--- config.mk ---
export PLATFORM = sky130hd
export DESIGN_NAME = jedro_1_mem_arbiter
export DESIGN_NICKNAME = d
export VERILOG_FILES = /design/src/rtl/jedro_1_mem_arbiter.sv
export SDC_FILE = /design/constraint.sdc
export NUM_CORES = 1
export LEC_CHECK = 0
export ABC_CLOCK_PERIOD_IN_PS = 2200
export CAP_MARGIN = 20
export CORE_AREA = 5 5 109 111
export CTS_CLUSTER_DIAMETER = 30
export CTS_CLUSTER_SIZE = 24
export DETAILED_ROUTE_END_ITERATION = 16
export DIE_AREA = 0 0 114 116
export PLACE_DENSITY = 0.67
export RECOVER_POWER = 25
export SYNTH_ARGS = -nofsm -noshare
export SYNTH_HDL_FRONTEND = slang
export SYNTH_SLANG_ARGS = --single-unit
--- constraint.sdc ---
create_clock -name clk_i -period 2.2 [get_ports clk_i]
set_input_delay 0.33 -clock clk_i [delete_from_list [all_inputs] [get_ports clk_i]]
set_output_delay 0.33 -clock clk_i [all_outputs]
set_load 0.01 [all_outputs]
--- src/rtl/jedro_1_mem_arbiter.sv ---
// Two-port (fetch + data) arbiter onto one single-port 1-cycle-latency RAM.
// Latency: grant is combinational, rvalid follows grant by exactly one cycle.
// Backpressure: the losing requester holds req until gnt; contested cycles alternate winners.
module jedro_1_mem_arbiter #(
    parameter  int ADDR_WIDTH = 32,
    parameter  int DATA_WIDTH = 32,
    parameter  int CNT_WIDTH  = 16,
    localparam int BE_WIDTH   = DATA_WIDTH / 8
) (
    input  logic                  clk_i,
    input  logic                  rst_i,

    input  logic                  if_req_i,
    input  logic [ADDR_WIDTH-1:0] if_addr_i,
    output logic                  if_gnt_o,
    output logic                  if_rvalid_o,
    output logic [DATA_WIDTH-1:0] if_rdata_o,

    input  logic                  d_req_i,
    input  logic                  d_we_i,
    input  logic [BE_WIDTH-1:0]   d_be_i,
    input  logic [ADDR_WIDTH-1:0] d_addr_i,
    input  logic [DATA_WIDTH-1:0] d_wdata_i,
    output logic                  d_gnt_o,
    output logic                  d_rvalid_o,
    output logic [DATA_WIDTH-1:0] d_rdata_o,

    output logic                  ram_en_o,
    output logic [BE_WIDTH-1:0]   ram_we_o,
    output logic [ADDR_WIDTH-1:0] ram_addr_o,
    output logic [DATA_WIDTH-1:0] ram_wdata_o,
    input  logic [DATA_WIDTH-1:0] ram_rdata_i,

    output logic [CNT_WIDTH-1:0]  conflict_cnt_o
);

    logic                 prio_q;
    logic                 if_pend_q;
    logic                 d_pend_q;
    logic [CNT_WIDTH-1:0] cnt_q;

    logic contested;
    logic d_win;
    logic if_win;

    assign contested = if_req_i & d_req_i;
    // prio_q = 1 means data wins a contested cycle
    assign d_win     = d_req_i & (~if_req_i | prio_q);
    assign if_win    = if_req_i & ~d_win;

    assign if_gnt_o  = if_win & ~rst_i;
    assign d_gnt_o   = d_win & ~rst_i;

    assign ram_en_o    = if_gnt_o | d_gnt_o;
    assign ram_addr_o  = d_win ? d_addr_i : if_addr_i;
    assign ram_we_o    = (d_gnt_o & d_we_i) ? d_be_i : '0;
    assign ram_wdata_o = d_wdata_i;

    // A response owed across a reset edge is dropped; the RAM write itself already happened.
    assign if_rvalid_o = if_pend_q & ~rst_i;
    assign d_rvalid_o  = d_pend_q & ~rst_i;
    assign if_rdata_o  = ram_rdata_i;
    assign d_rdata_o   = ram_rdata_i;

    assign conflict_cnt_o = cnt_q;

    always_ff @(posedge clk_i) begin
        if (rst_i) begin
            prio_q    <= 1'b1;
            if_pend_q <= 1'b0;
            d_pend_q  <= 1'b0;
            cnt_q     <= '0;
        end else begin
            if_pend_q <= if_gnt_o;
            d_pend_q  <= d_gnt_o;
            if (contested) begin
                prio_q <= ~d_win;
                if (cnt_q != '1) begin
                    cnt_q <= cnt_q + CNT_WIDTH'(1);
                end
            end
        end
    end

endmodule

==> results.txt <==
----------------------------------------------------
[Run status]
  Status ... finished clean

[Floorplan]
  DIE AREA ... 0.0132 mm^2
  I/O pin total ... 290
  Core outline area ... between 0.01 and 0.015 mm^2
  Initial standard-cell utilization of the core ... approximately a fifth
  Placement Rows ... 38
  Width of the die ... 114 um
  Height of the die ... 116 um

[Synthesis]
  Fraction of the yosys area taken by sequential cells ... 18.3%
  Number of distinct library cells after synthesis ... 34
  Syn avg cell area ... 8.30 um^2
  Post-synthesis async set-or-reset flop share ... 0%
  Most used flip-flop cell after synthesis ... sky130_fd_sc_hd__dfxtp_1
  Synth Warn # ... 0
  Post-Synthesis Net Count ... 388
  Post-synthesis cell area ... approximately 0.0021 mm^2
  Count of flip-flops with a built-in enable after synthesis ... 0
  Number of standard cells after synthesis ... 250
  Synth Register Bits ... 19

[Placed design]
  Final estimated routing congestion in global placement ... 0.809
  Placed wire-length estimate after detailed placement ... roughly 6700 um
  Cell count after placement ... between 400 and 500
  DP Area ... 0.00293 mm^2
  Count of input and output buffers ... 129

[Final layout]
  Diode count ... 0
  Fraction of final layout cells sized beyond drive strength 1 ... between 20% and 30%
  Area added between synthesis and finish ... 44.6%
  Core occupancy in the finished layout ... 28.1%
  Final net count ... 440
  Final non-filler cell total ... about 440
  Layout Cell Area excl Fill ... 0.00300 mm^2

[Timing]
  Setup-failing EPs final ... 0
  Worst slew margin relative to its limit ... 68.5%
  Worst-Margin Slew ... 0.469 ns
  Fraction of the cycle the final worst path needs ... 95.0%
  Number of pins exceeding their max-slew limit in the final report ... 0
  Peak clock frequency supported by timing ... 0.479 GHz
  Final hold violation count ... 0
  Worst hold slack across all endpoints ... roughly 0.53 ns
  Time the worst path needs with I/O delays and setup ... 2.09 ns
  Unrepaired setup endpoints after global routing ... no
  Worst clock skew on the final layout ... 0.00552 ns

[Drt]
  Total length of routed wires ... ~7700 um
  Avg Vias per Cell ... 4.28
  Post-detailed-route wirelength per cell ... between 15 and 20 um
  ANT nets after route ... 0
  Routed vias ... roughly 1900
  Number of optimization iterations in the first detailed-route pass ... 4
  Initial drt markers ... 48
  Remaining DRCs ... 0

[Global route]
  Vias in the first global route ... 2203
  Largest net degree at the start of global routing ... 19
  Total Routing Usage GR ... 10.9%
  Total global routing overflow ... 0
  Wire length of the first global-routing pass ... 11300 um
  Initial antenna violation count ... 0

[Critical path]
  Critical path capture point type ... primary output
  CP Max Fanout ... 15
  Critical setup path kind ... primary input to primary output
  Required time worst endpoint ... between 1.5 and 2 ns
  Critical Path Start Type ... primary input
  Arrival time worst endpoint ... 1.76 ns

[CTS]
  CTS root buffer ... sky130_fd_sc_hd__clkbuf_8
  Sinks on Clock Net ... 19
  Clock transition at the registers of the reported paths ... 0.08 ns
  Cts-stage hold buffer count ... 0
  CTS tree ... yes
  Number of H-tree branching levels ... 1
  Clock buffers created by TritonCTS ... 3
  CTS Buffer Depth ... 2
  Worst skew pair latency ... 0.27 ns

[Pwr]
  PwrDens ... between 300 and 400 mW/mm^2
  Sum of internal, switching and leakage power ... 0.00101 W
  VDD IR max ... 0.165 mV
  P_leak ... 1.15 nW

[Worst hold path]
  Worst min path class ... flop to flop

[Job]
  Max-cap violation count ... 0

----------------------------------------------------
[sequential cells by signal, indices dropped and copies added, names as in the netlist]
register / cells
conflict_cnt_o: 16
prio_q: 1
if_pend_q: 1
d_pend_q: 1
[cell usage after synthesis (2+ instances only)]
master | number | area, um^2
sky130_fd_sc_hd__clkbuf_1 | 2 | 7.51
sky130_fd_sc_hd__nor2b_1 | 2 | 12.5
sky130_fd_sc_hd__mux2_2 | 32 | 360
sky130_fd_sc_hd__dfxtp_1 | 19 | 380
sky130_fd_sc_hd__a21oi_1 | 11 | 55.1
sky130_fd_sc_hd__o31ai_1 | 6 | 45.0
sky130_fd_sc_hd__nand2_1 | 6 | 22.5
sky130_fd_sc_hd__nor4_1 | 3 | 18.8
sky130_fd_sc_hd__and3_1 | 7 | 43.8
sky130_fd_sc_hd__inv_1 | 2 | 7.51
sky130_fd_sc_hd__a31oi_1 | 2 | 12.5
sky130_fd_sc_hd__nand3_1 | 4 | 20.0
sky130_fd_sc_hd__a211oi_1 | 2 | 15.0
sky130_fd_sc_hd__nand4_1 | 10 | 62.6
sky130_fd_sc_hd__or3_1 | 2 | 12.5
sky130_fd_sc_hd__nor3_1 | 4 | 20.0
sky130_fd_sc_hd__or4_1 | 6 | 45.0
sky130_fd_sc_hd__buf_2 | 4 | 20.0
sky130_fd_sc_hd__o21ai_0 | 5 | 25.0
sky130_fd_sc_hd__buf_4 | 99 | 743
sky130_fd_sc_hd__nor2_1 | 9 | 33.8
[routing by layer]
metal,track usage [%],share of wire [%]
met2,20.4,54
met5,0,0
met3,4.13,10
met4,6.10,4.5
met1,10.1,31
[cells in the final DEF, fill, tap and decap left out, types with 7 or more instances in the layout]
cell                               n
sky130_fd_sc_hd__and3_1            7
sky130_fd_sc_hd__nand4_1          10
sky130_fd_sc_hd__mux2_2           32
sky130_fd_sc_hd__buf_4            19
sky130_fd_sc_hd__dlygate4sd2_1    28
sky130_fd_sc_hd__a21oi_1          11
sky130_fd_sc_hd__dfxtp_1          18
sky130_fd_sc_hd__clkdlybuf4s50_1  90
sky130_fd_sc_hd__nor2_1            8
[through the flow]
stage,worst slack [ns],setup TNS (ns)
final,0.110,0
after global placement,-0.240,-7.93
after global routing,0.0250,0
after detailed placement,-0.270,-8.09
after CTS,0.0146,0
after floorplan,0.443,0
[what timing repair did]
action | 4_1_cts | 5_1_grt
resized for setup | 59 | 3
setup buffers | 6 | 0
setup endpoints to repair | 38 | 1
cloned | 0 | 0
pin swaps | 1 | 0
[worst max-delay path, cell delays in order]
cell	delay, ns
sky130_fd_sc_hd__dlygate4sd2_1	0.22
sky130_fd_sc_hd__inv_2	0.06
sky130_fd_sc_hd__o21ai_4	0.18
sky130_fd_sc_hd__buf_6	0.13
sky130_fd_sc_hd__buf_12	0.14
sky130_fd_sc_hd__buf_4	0.13
sky130_fd_sc_hd__mux2_2	0.32
sky130_fd_sc_hd__clkdlybuf4s15_1	0.25
[logic make-up (layout without fill, tap and decap cells)]
family | count (synthesis) | after routing | share of synthesized area (%)
buffers and inverters | 107 | 158 | 37.5
and+or+nand+nor | 59 | 59 | 16.4
adders and majority gates | 1 | 1 | 0.603
DFF | 19 | 19 | 18.3
AOI/OAI and AO/OA | 30 | 30 | 8.92
xor gates and xnor gates | 1 | 1 | 0.422
muxes | 33 | 33 | 17.8
[where the power goes]
group          switching (W)  internal [W]
Sequential        0.00000468      0.000350
Combinational       0.000142      0.000261
Clock               0.000126      0.000126
[final timing paths]
path / from / end / slack, ns / cells after the start
worst max register to register: conflict_cnt_o[12] / conflict_cnt_o[7] / 0.37 / 5
worst min register to register: conflict_cnt_o[15] / conflict_cnt_o[15] / 0.53 / 2
worst min-delay path: conflict_cnt_o[15] / conflict_cnt_o[15] / 0.53 / 2
worst max-delay path: if_req_i / ram_addr_o[30] / 0.11 / 8
[cell type report]
type                       count  area, um^2
fill                        1150        7700
tap                          140         175
clock inverter                 1        5.00
sequential                    19         382
inverter                       2        7.51
clock buffer                   3        41.3
timing repair buffer         152        1450
multi-input combinational    124         942
Note: power is estimated with default switching activity, not from simulation.
